$ cat src/rtl/change_dispenser_if.sv
// Request and actuator bundle between the vending controller and the change dispenser.
// The controller drives the request side through `master`; the dispenser uses `slave`.
interface change_dispenser_if #(
  parameter int CNT_W = 8
);
  logic             refund_valid;
  logic             purchase;
  logic [1:0]       cash_return;
  logic             hopper_empty;
  logic             busy;
  logic             item_release;
  logic             coin_eject;
  logic             refund_done;
  logic             req_dropped;
  logic             fault;
  logic [CNT_W-1:0] coins_paid;

  modport master (
    output refund_valid, purchase, cash_return, hopper_empty,
    input  busy, item_release, coin_eject, refund_done, req_dropped, fault, coins_paid
  );

  modport slave (
    input  refund_valid, purchase, cash_return, hopper_empty,
    output busy, item_release, coin_eject, refund_done, req_dropped, fault, coins_paid
  );
endinterface

$ cat src/rtl/change_dispenser.sv
// Change dispenser: expands a purchase/refund request into timed item-release and
// coin-eject pulse trains, counts coins paid and latches a fault on an empty hopper.
module change_dispenser #(
  parameter int PULSE_CYCLES = 2,
  parameter int GAP_CYCLES   = 3,
  parameter int CNT_W        = 8
) (
  input  logic                clock,
  input  logic                reset,
  change_dispenser_if.slave   bus
);

  localparam int MAXC = (PULSE_CYCLES > GAP_CYCLES) ? PULSE_CYCLES : GAP_CYCLES;
  localparam int CW   = $clog2(MAXC + 1);

  typedef enum logic [2:0] {
    S_IDLE,
    S_RELEASE,
    S_EJECT,
    S_GAP,
    S_DONE,
    S_FAULT
  } state_e;

  // State, interval timer and every drive that is a pure function of the state.
  typedef struct packed {
    state_e        state;
    logic [CW-1:0] cnt;
    logic          busy;
    logic          item_release;
    logic          coin_eject;
    logic          refund_done;
    logic          fault;
  } ctl_t;

  ctl_t             ctl;
  logic [1:0]       coins;
  logic [CNT_W-1:0] coins_paid;
  logic             req_dropped;

  // Entering a state loads its timer and the drives it holds for its whole duration,
  // so every output is registered together with the state it belongs to.
  function automatic ctl_t enter(state_e s);
    ctl_t c;
    c       = '0;
    c.state = s;
    c.busy  = (s != S_IDLE);
    case (s)
      S_RELEASE: begin
        c.item_release = 1'b1;
        c.cnt          = CW'(PULSE_CYCLES - 1);
      end
      S_EJECT: begin
        c.coin_eject = 1'b1;
        c.cnt        = CW'(PULSE_CYCLES - 1);
      end
      S_GAP:   c.cnt         = CW'(GAP_CYCLES - 1);
      S_DONE:  c.refund_done = 1'b1;
      S_FAULT: c.fault       = 1'b1;
      default: ;
    endcase
    return c;
  endfunction

  // NOTE: all state is updated with non-blocking assignments so every branch reads
  // the pre-edge values of ctl, coins and coins_paid.
  always_ff @(posedge clock) begin
    if (reset) begin
      ctl         <= enter(S_IDLE);
      coins       <= 2'd0;
      coins_paid  <= '0;
      req_dropped <= 1'b0;
    end else begin
      req_dropped <= bus.refund_valid && (ctl.state != S_IDLE);

      case (ctl.state)
        S_IDLE: begin
          if (bus.refund_valid) begin
            coins <= bus.cash_return;
            if (bus.purchase)
              ctl <= enter(S_RELEASE);
            else if (bus.cash_return != 2'd0)
              ctl <= enter(bus.hopper_empty ? S_FAULT : S_EJECT);
            else
              ctl <= enter(S_DONE);
          end
        end

        S_RELEASE: begin
          if (ctl.cnt != '0)
            ctl.cnt <= ctl.cnt - CW'(1);
          else if (coins != 2'd0)
            ctl <= enter(bus.hopper_empty ? S_FAULT : S_EJECT);
          else
            ctl <= enter(S_DONE);
        end

        S_EJECT: begin
          if (ctl.cnt != '0) begin
            ctl.cnt <= ctl.cnt - CW'(1);
          end else begin
            coins      <= coins - 2'd1;
            coins_paid <= coins_paid + CNT_W'(1);
            ctl        <= enter((coins > 2'd1) ? S_GAP : S_DONE);
          end
        end

        S_GAP: begin
          if (ctl.cnt != '0)
            ctl.cnt <= ctl.cnt - CW'(1);
          else
            ctl <= enter(bus.hopper_empty ? S_FAULT : S_EJECT);
        end

        S_DONE:  ctl <= enter(S_IDLE);

        // Remaining coins are abandoned; only reset leaves this state.
        S_FAULT: ctl <= ctl;

        default: ctl <= enter(S_IDLE);
      endcase
    end
  end

  assign bus.busy         = ctl.busy;
  assign bus.item_release = ctl.item_release;
  assign bus.coin_eject   = ctl.coin_eject;
  assign bus.refund_done  = ctl.refund_done;
  assign bus.fault        = ctl.fault;
  assign bus.req_dropped  = req_dropped;
  assign bus.coins_paid   = coins_paid;

endmodule

$ cat src/flat_wrapper.sv
// flat-port wrapper written by rule: the top's interface ports become plain ports
module change_dispenser_flat 
#(
  parameter int PULSE_CYCLES = 2,
  parameter int GAP_CYCLES   = 3,
  parameter int CNT_W        = 8
)
  (clock, reset, bus_refund_valid, bus_purchase, bus_cash_return, bus_hopper_empty, bus_busy, bus_item_release, bus_coin_eject, bus_refund_done, bus_req_dropped, bus_fault, bus_coins_paid);
  change_dispenser_if #(.CNT_W(CNT_W)) bus_i ();
  input  logic clock;
  input  logic reset;
  input wire logic [$bits(bus_i.refund_valid)-1:0] bus_refund_valid;
  input wire logic [$bits(bus_i.purchase)-1:0] bus_purchase;
  input wire logic [$bits(bus_i.cash_return)-1:0] bus_cash_return;
  input wire logic [$bits(bus_i.hopper_empty)-1:0] bus_hopper_empty;
  output wire logic [$bits(bus_i.busy)-1:0] bus_busy;
  output wire logic [$bits(bus_i.item_release)-1:0] bus_item_release;
  output wire logic [$bits(bus_i.coin_eject)-1:0] bus_coin_eject;
  output wire logic [$bits(bus_i.refund_done)-1:0] bus_refund_done;
  output wire logic [$bits(bus_i.req_dropped)-1:0] bus_req_dropped;
  output wire logic [$bits(bus_i.fault)-1:0] bus_fault;
  output wire logic [$bits(bus_i.coins_paid)-1:0] bus_coins_paid;
  assign bus_i.refund_valid = bus_refund_valid;
  assign bus_i.purchase = bus_purchase;
  assign bus_i.cash_return = bus_cash_return;
  assign bus_i.hopper_empty = bus_hopper_empty;
  assign bus_busy = bus_i.busy;
  assign bus_item_release = bus_i.item_release;
  assign bus_coin_eject = bus_i.coin_eject;
  assign bus_refund_done = bus_i.refund_done;
  assign bus_req_dropped = bus_i.req_dropped;
  assign bus_fault = bus_i.fault;
  assign bus_coins_paid = bus_i.coins_paid;
  change_dispenser #(.PULSE_CYCLES(PULSE_CYCLES), .GAP_CYCLES(GAP_CYCLES), .CNT_W(CNT_W)) u_core (.clock(clock), .reset(reset), .bus(bus_i));
endmodule
$ cat config.mk
export PLATFORM = sky130hd
export DESIGN_NAME = change_dispenser_flat
export DESIGN_NICKNAME = d
export VERILOG_FILES = /design/src/rtl/change_dispenser_if.sv /design/src/rtl/change_dispenser.sv /design/src/flat_wrapper.sv
export SDC_FILE = /design/constraint.sdc
export NUM_CORES = 1
export LEC_CHECK = 0
export ABC_AREA = 1
export ABC_CLOCK_PERIOD_IN_PS = 1050
export BUFFER_PORTS_ARGS = -buffer_cell sky130_fd_sc_hd__buf_2
export CORE_AREA = 2 2 54 56
export CTS_CLUSTER_DIAMETER = 50
export CTS_CLUSTER_SIZE = 10
export DETAILED_ROUTE_END_ITERATION = 8
export DIE_AREA = 0 0 56 58
export PLACE_DENSITY = 0.73
export SLEW_MARGIN = 20
export SYNTH_ARGS = -nofsm -noshare
export SYNTH_HDL_FRONTEND = slang
export SYNTH_SLANG_ARGS = --single-unit
$ cat constraint.sdc
create_clock -name clock -period 1.05 [get_ports clock]
set_input_delay 0.0525 -clock clock [delete_from_list [all_inputs] [get_ports clock]]
set_output_delay 0.0525 -clock clock [all_outputs]
set_load 0.02 [all_outputs]
==> results, run 1 <==
- The final net count is 249.
- The worst-case reg-to-reg path depth is 7.
- The fmax is slightly above 800 MHz.
- The detailed-route DRC error count is 0.
- The critical path starts at u_core.ctl[7].
- The setup slack after layout is -175.0 ps.
- The deepest clock path buffer count is 2.
- The overall power is 4.778 mW.
- The slew at the pin with the worst max-slew slack is ~230 ps.
- For the worst-skew pair, the clock arrives at the later sink with an insertion delay of 310 ps.
- The startpoint of the most critical register-to-register path is u_core.ctl[7].
- The post-placement setup slack is -187.1 ps.
- The library cells used most frequently in the layout, excluding fill and tap cells, are sky130_fd_sc_hd__nand2_1, sky130_fd_sc_hd__buf_4, sky130_fd_sc_hd__buf_2.
- The number of max-slew violations in the final report is 0.
- In the global route stage, met1 resource usage came out at 0.2597.
- The number of routed nets with antenna violations is 0.
- The first-pass GRT wire length is roughly 5200 um.
- VDD sags by at most 1.993 mV.
- Measured along the y axis, the die boundary spans 58 um.
- In the routed layout, each cell is associated on average with a via count of between 4 and 5.
- The required time of the worst setup path is approximately 1300 ps.
- After detailed routing, the average wire length per cell comes to roughly 12 um.
- The number of I/O port buffers is 20.
- Of the cells placed in the final design, the portion with a size suffix greater than 1 is 0.4916.
- The met3 usage in global routing is 0.03571.
- The number of hold violations in the final report came to 3.
- For the final routed database, the setup TNS stands at -2741 ps.
- Summed over all nets, the half-perimeter wirelength after detailed placement is 2305 um.
- The finished layout cell area is 1874 sq um.
- The layer with the highest usage is met2.
- The die covers between 3000 and 4000 sq um.
- The total global-route track usage is 0.2113.
- The maximum number of pins on one net before global-route repair is 13.
- After clock tree synthesis, the clock-pin slew on the worst setup and hold paths is 120 ps.
- After detailed placement, the total cell area comes to 1643 sq um.
- The worst hold slack is -10.85 ps.
- Setup repair after global routing could not meet its margin everywhere.
- Along the worst hold path, the cell count comes to 2.
- The initial antenna violation count is 0.
- The cell accounting for the most synthesized area is sky130_fd_sc_hd__dfxtp_1.
- Measured against its own limit, the worst slew margin works out to 0.8449.
- The number of standard cells after synthesis is 190.
- The worst hold path belongs to the class in2reg.
- The flop and latch count out of synthesis is 21.
- The max-capacitance violation count is 0.
- The number of global-route vias before repair was 1176.
- The library cell used most frequently in the layout, excluding fill and tap cells, is sky130_fd_sc_hd__nand2_1.
- The flow ran to the end, but the final reports show violations.
- The number of ports placed on the die boundary is 21.
- The total wire length is 3240 um.
- The fill cell total of the finished layout is 236.
- The final setup skew is 0.9196 ps.
- The power density of the placed cells is 2549 nW/um^2.
- The storage element area is between 400 and 500 sq um.
- STA classifies the critical path endpoint as a flip-flop.
- The worst setup path is of the reg2reg kind.
- For the finished layout, the period the worst path requires is between 1000 and 1500 ps.
- Relative to the synthesized area, the layout overhead comes to 45.16%.
- The congestion estimate from routability-driven global placement came to 0.8294.
- For this design the static power due to leakage is around 0.86 nW.
- The fraction of post-synthesis cell area in the top cell type by area is 0.3256.
- The final reports fail on hold timing, setup timing.
- The cell area that synthesis handed to floorplanning was 1291 sq um.
- The end point of the worst hold path is u_core.bus.coins_paid[6].
- The site row count is 19.
- The count of warnings emitted by yosys is 0.
- The mean area per synthesized cell is 6.796 sq um.
- In this run the most critical hold path is launched from reset.
- The count of final setup violators is 20.
- Counting every sink on the clock net gives 21.
- The endpoint identified for the worst register-to-register timing path is u_core.bus.refund_done.
- The share of synthesized area occupied by flip-flops and latches is 0.3256.
- When the netlist entered floorplanning its net count stood at 200.
- After synthesis, the cell types taking the most area are sky130_fd_sc_hd__dfxtp_1, sky130_fd_sc_hd__nand2_1, sky130_fd_sc_hd__inv_1.
- The number of antenna repair diodes is 0.
- The buffer type at the clock tree root is sky130_fd_sc_hd__clkbuf_4.
- The first TritonRoute pass finished after 4 iterations.
- The remaining global-route overflow is 0.
- The total via count after detailed routing is 1333.
- The starting density of the core is 0.4850.
- The met2 layer usage reported by global route is 0.3462.
- The data arrival time at the worst-slack endpoint is around 1400 ps.
- The floorplan step defined a core boundary enclosing 2663 sq um.
- The multi-input combinational cells in the finished layout cover a total of 929.6 sq um.
- The die is 56 um wide.
- The distinct cell type count of the synthesized netlist is 29.
- TritonCTS created 3 clock buffers.
- The peak fanout along the critical path is 5.
- The clock tree from TritonCTS is done.
- In this run, the number of DRC markers left after iteration 0 of detailed routing was 37.
- The internal reg-to-reg setup slack is -180 ps.
- The worst setup path is launched from a flip-flop.
- Of the available clock period, the critical path in the final layout requires 1.167.
- CTS built an H-tree with a depth of 1.
repair_timing:
action                     in CTS  in global routing
pin swaps                       7                 11
hold endpoints to repair        3                  5
buffers inserted                2                  2
resized for setup              16                 33
setup endpoints to repair      20                 20
cloned                          1                  0
kinds of logic after synthesis:
| logic type | after synthesis | synth area share |
|---|---|---|
| AND/OR/NAND/NOR | 100 | 0.3779 |
| AO/OA/AOI/OAI | 34 | 0.1609 |
| buffers and inverters | 31 | 0.09980 |
| XOR/XNOR | 1 | 0.006784 |
| flip-flops | 21 | 0.3256 |
| adder cells (fa/ha/maj) | 3 | 0.02907 |
state kept, by name (all words and copies together), names as in the netlist:
| signal | count |
|---|---|
| u_core.bus.fault | 1 |
| u_core.bus.refund_done | 1 |
| u_core.bus.coin_eject | 1 |
| u_core.bus.busy | 1 |
| u_core.bus.item_release | 1 |
| u_core.bus.req_dropped | 1 |
| u_core.ctl | 5 |
| u_core.bus.coins_paid | 8 |
| u_core.coins | 2 |
worst max-delay path by stage:
stage,end,slack [ps],depth (start not counted)
6_report,u_core.bus.refund_done,-180,7
3_3_place_gp,u_core.ctl[8],-180,9
4_1_cts,u_core.bus.coins_paid[4],-170,7
2_1_floorplan,u_core.bus.coins_paid[4],-100,7
5_1_grt,u_core.ctl[8],-300,9
3_5_place_dp,u_core.bus.refund_done,-190,9
routing by layer:
layer / share of wire / up-vias
li1: - / 704
met1: 0.45 / 589
met2: 0.49 / 29
met3: 0.034 / 11
met4: 0.035 / 0
met5: 0 / -
stage by stage:
step,instances,hold slack (ps),utilization
floorplan,190,107.6,-
global placement,260,319.0,0.6170
detailed placement,260,320.8,0.6170
CTS,266,-11.05,0.6565
global route,269,-26.85,0.7039
finish,269,-10.85,0.7039
Yosys cell counts:
library cell                n
sky130_fd_sc_hd__nor3_1     3
sky130_fd_sc_hd__nor2_4     2
sky130_fd_sc_hd__dfxtp_1   21
sky130_fd_sc_hd__xor2_1     1
sky130_fd_sc_hd__o21ai_1    2
sky130_fd_sc_hd__nand2_1   59
sky130_fd_sc_hd__nor2_1    14
sky130_fd_sc_hd__a21oi_1   14
sky130_fd_sc_hd__nor2_2     4
sky130_fd_sc_hd__nand3_1    6
sky130_fd_sc_hd__o211ai_1   1
sky130_fd_sc_hd__o21ai_0   10
sky130_fd_sc_hd__nand4_1    2
sky130_fd_sc_hd__nand3_2    1
sky130_fd_sc_hd__nor3b_2    1
sky130_fd_sc_hd__o21bai_4   1
sky130_fd_sc_hd__inv_4      2
sky130_fd_sc_hd__inv_2      4
sky130_fd_sc_hd__inv_1     23
sky130_fd_sc_hd__nand2_2    1
sky130_fd_sc_hd__nand3b_1   2
sky130_fd_sc_hd__o21ai_2    1
sky130_fd_sc_hd__a21oi_2    4
sky130_fd_sc_hd__nor2_8     1
sky130_fd_sc_hd__o21bai_1   1
sky130_fd_sc_hd__clkbuf_1   1
sky130_fd_sc_hd__nand2_4    4
sky130_fd_sc_hd__buf_6      1
sky130_fd_sc_hd__ha_1       3
worst max-delay path, cell delays in order (launching register included):
cell	delay (ps)
sky130_fd_sc_hd__dfxtp_4	420
sky130_fd_sc_hd__nor2_4	60
sky130_fd_sc_hd__buf_4	120
sky130_fd_sc_hd__buf_4	130
sky130_fd_sc_hd__nand3_1	90
sky130_fd_sc_hd__o21ai_1	100
sky130_fd_sc_hd__o21ai_2	150
sky130_fd_sc_hd__a21oi_2	60
area by class of cell:
cell class | count | area share
clock buffer | 3 | 0.01202
clock inverter | 1 | 0.002670
inverter | 29 | 0.07276
multi-input combinational | 139 | 0.4960
sequential | 21 | 0.2390
tap | 31 | 0.02069
timing repair buffer | 45 | 0.1569
power by group:
group	internal, mW	leakage [nW]	switching (mW)
combinational	1.37	0.662	1.77
clock	0.142	0.0177	0.260
sequential	1.02	0.179	0.209
total	2.54	0.858	2.24
Note: power is estimated with default switching activity, not from simulation.
==> run 2, diff against run 1 <==
Settings changed: CORE_AREA 2 2 54 56 to 2 2 65 67, DIE_AREA 0 0 56 58 to 0 0 67 69, HOLD_SLACK_MARGIN set to 0.05, PLACE_DENSITY 0.73 to unset.
==> run 2 against run 1 <==
- the flow finishes with violations (setup timing)
- sequential power fell by 3%
- clock skew up 1.8 ps
- count of clock-buffer cells in the layout unchanged
- maximum frequency down 0.89%
- cell area decreased by 1.0%
- register-to-register slack barely moved
- wire length grew 1.9%
- via count up 0.30%
- clock power increased by 35%
- highest routed layer unchanged
==> results, run 2 (synthesis gave the netlist of run 1 again) <==
- The largest registers in the layout are u_core.bus.coins_paid (8), u_core.ctl (5), u_core.coins (2).
- Along the worst hold path, the cell count comes to 3.
- The register with the highest flop count is u_core.bus.coins_paid.
- OpenSTA, run right after detailed placement, puts the worst setup slack at -219.3 ps.
- The number of cells on the worst reg-to-reg path is 7.
- The routed length per placed instance is 11.46 um.
- The headroom to the max-slew limit is 0.8523.
- Of the cells placed in the final design, the portion with a size suffix greater than 1 is 0.4580.
- The fmax is 809.0 MHz.
- The iteration count of the initial detailed-routing pass is 4.
- For this run, design rule violations remaining after detail routing come to 0.
- The buffer type at the clock tree root is sky130_fd_sc_hd__clkbuf_8.
- The deepest clock path buffer count is 2.
- The end point of the worst hold path is u_core.bus.req_dropped.
- The initial antenna violation count is 0.
- The number of I/O port buffers is 20.
- In the post-route analysis, the smallest setup slack over all paths is -186.0 ps.
- The area growth from synthesis to layout is 43.70%.
- The number of hold violations in the final report came to 0.
- Among cell families on the critical path, the largest total delay comes from simple AND/OR/NAND/NOR gates.
- The finished layout cell area is 1856 sq um.
- The initial detailed-routing violation count is 57.
- The die area is 4623 sq um.
- The total area inside the core boundary comes to slightly below 4000 sq um.
- The site row count is 23.
- The worst path in the final design needs a cycle of 1236 ps, including I/O delays and setup.
- The number of global-route vias before repair is 1312.
- The number of routed nets with antenna violations is 0.
- The data arrival time at the worst-slack endpoint is roughly 1400 ps.
- The tool flagged a number of max-cap violations equal to 0.
- Fill cells in the final layout number 394.
- The required time of the worst setup path is 1210 ps.
- The H-tree depth reported by CTS is 1.
- The number of buffers and inverters on the critical path is 0.
- The starting density of the core is 0.3299.
- The critical path endpoint category is a flip-flop.
- The later-pin clock latency in the skew report is around 260 ps.
- The fraction of the cycle the final worst path needs is 1.177.
- The endpoint of the most critical register-to-register path is u_core.bus.coins_paid[4].
- The number of max-slew violations in the final report came to 0.
- The total wire length is 3301 um.
- The startpoint class of the critical path is a flip-flop.
- The total global-route track usage is 0.1549.
- The signal on the critical path passes through nor2_4 -> nand2_4 -> nor2_8 -> nand2_4 -> nor2_4 -> nand2_1 -> nor3b_2.
- Setup repair after global routing could not meet its margin everywhere.
- Along the worst path, the maximum fanout reaches 6.
- 21 I/O pins were placed.
- The placer congestion estimate is 0.8954.
- The worst register-to-register path has a setup slack of -190 ps.
- The most frequent standard cell in the layout excluding fill and tap cells is sky130_fd_sc_hd__nand2_1.
- The source of the worst hold timing path is bus_refund_valid.
- 0 antenna diodes ended up in the layout.
- The startpoint of the most critical register-to-register path is u_core.ctl[7].
- The checks that failed: setup timing.
- The remaining global-route overflow is 0.
- On the worst path, the slowest cell contributes a delay of roughly 370 ps.
- TritonCTS built the clock tree.
- After detailed placement, the total cell area comes to 1644 sq um.
- After the last flow step, the layout net total stands at 249.
- The library cells used most frequently in the layout, excluding fill and tap cells, are sky130_fd_sc_hd__nand2_1, sky130_fd_sc_hd__buf_4, sky130_fd_sc_hd__buf_2.
- For this block, the via count after detailed routing is 1337.
- Clock tree synthesis inserted a total of 3 buffers.
- The die is 67 um wide.
- The first-pass GRT wire length is 5685 um.
- Clock-pin slew was measured on the worst setup and hold paths at approximately 80 ps.
- After detailed routing, the number of vias per cell comes to about 4.6.
- The number of clock sinks is 21.
- Setup violations remaining at the end of the flow were counted as 20.
- Final hold analysis gives a worst-case slack of 154.3 ps.
- The analysis attributes to cell leakage a power of 0.8627 nW.
- The flow ran to the end, but the final reports show violations.
- Between clock sinks in the finished design, the worst skew comes to approximately 2.7 ps.
- The worst hold path belongs to the class in2reg.
- IR analysis of the VDD net gives a maximum drop of 1.308 mV.
- The die outline height is 69 um.
- The register with the most flip-flops in the layout has 8 of them.
- In this run the power density over the cells is 2482 nW/um^2.
- The maximum number of pins on one net before global-route repair is 13.
- Among all stages on the critical path, the largest delay is contributed by sky130_fd_sc_hd__dfxtp_4.
- The final HPWL from detailed placement is 2459 um.
- For the pin with the worst max-slew slack, the measured transition is 220.9 ps.
- The critical path is of the reg2reg type.
## run 2: cell types whose count changed in the layout (fill, tap and decap cells not counted), moves of 3 or more
cell	before	now
sky130_fd_sc_hd__nor2_2	3	0
sky130_fd_sc_hd__clkbuf_4	3	0
sky130_fd_sc_hd__nor2_1	11	14
sky130_fd_sc_hd__clkbuf_8	0	3
## run 2: what timing repair did
item                                   in CTS  in global routing
setup buffers                               5                  1
gates cloned                                1                  0
endpoints found under the hold margin       3                  1
gates resized for setup                    20                 12
hold buffers                                1                  1
pin swaps                                   9                 18
setup endpoints to repair                  20                 20
## run 2: worst max path at each step
stage	start	to	slack, ps	cells past startpoint
after floorplan	u_core.ctl[7]	u_core.bus.coins_paid[4]	-100	7
after global placement	u_core.ctl[8]	u_core.bus.refund_done	-210	9
after detailed placement	u_core.ctl[8]	u_core.bus.refund_done	-220	9
after CTS	u_core.ctl[9]	u_core.bus.coins_paid[4]	-180	7
after global routing	u_core.ctl[7]	u_core.bus.coins_paid[4]	-240	7
final	u_core.ctl[7]	u_core.bus.coins_paid[4]	-190	7
## run 2: cell type report
type / count / area, sq um / share of cell area
clock inverters: 1 / 5.005 / 0.002697
inverters: 29 / 121.4 / 0.06541
multi-input cells: 139 / 889.6 / 0.4794
flip-flops and latches: 21 / 442.9 / 0.2387
repair buffers: 45 / 292.8 / 0.1578
well taps: 50 / 62.56 / 0.03372
clock buffers: 3 / 41.29 / 0.02225
## run 2: layer usage
metal,share of wire,global-route usage,vias up
met3,0.053,0.04731,6
met2,0.51,0.2629,37
met5,0,0,-
met1,0.43,0.1897,598
met4,0.013,0.03175,0
li1,-,-,696
## run 2: worst min-delay path: cells and delay by family
kind | cells | cell delay, ps
buffers and inverters | 2 | 240
AND/OR/NAND/NOR | 1 | 80
## run 2: where the power goes
group	total [mW]	internal [mW]	leakage (nW)	switching, mW
Sequential	1.19	1.01	0.177	0.177
Combinational	2.88	1.20	0.660	1.68
Clock	0.544	0.265	0.0255	0.279
Total	4.61	2.47	0.863	2.13
## run 2: through the flow
step | TNS [ps] | cells | power [mW] | util
floorplan | -1105 | 190 | 2.775 | -
global placement | -2924 | 276 | 3.513 | 0.4201
detailed placement | -3244 | 276 | 3.509 | 0.4201
CTS | -2496 | 286 | 4.528 | 0.4607
global route | -3822 | 288 | 4.971 | 0.4741
finish | -2311 | 288 | 4.605 | 0.4741
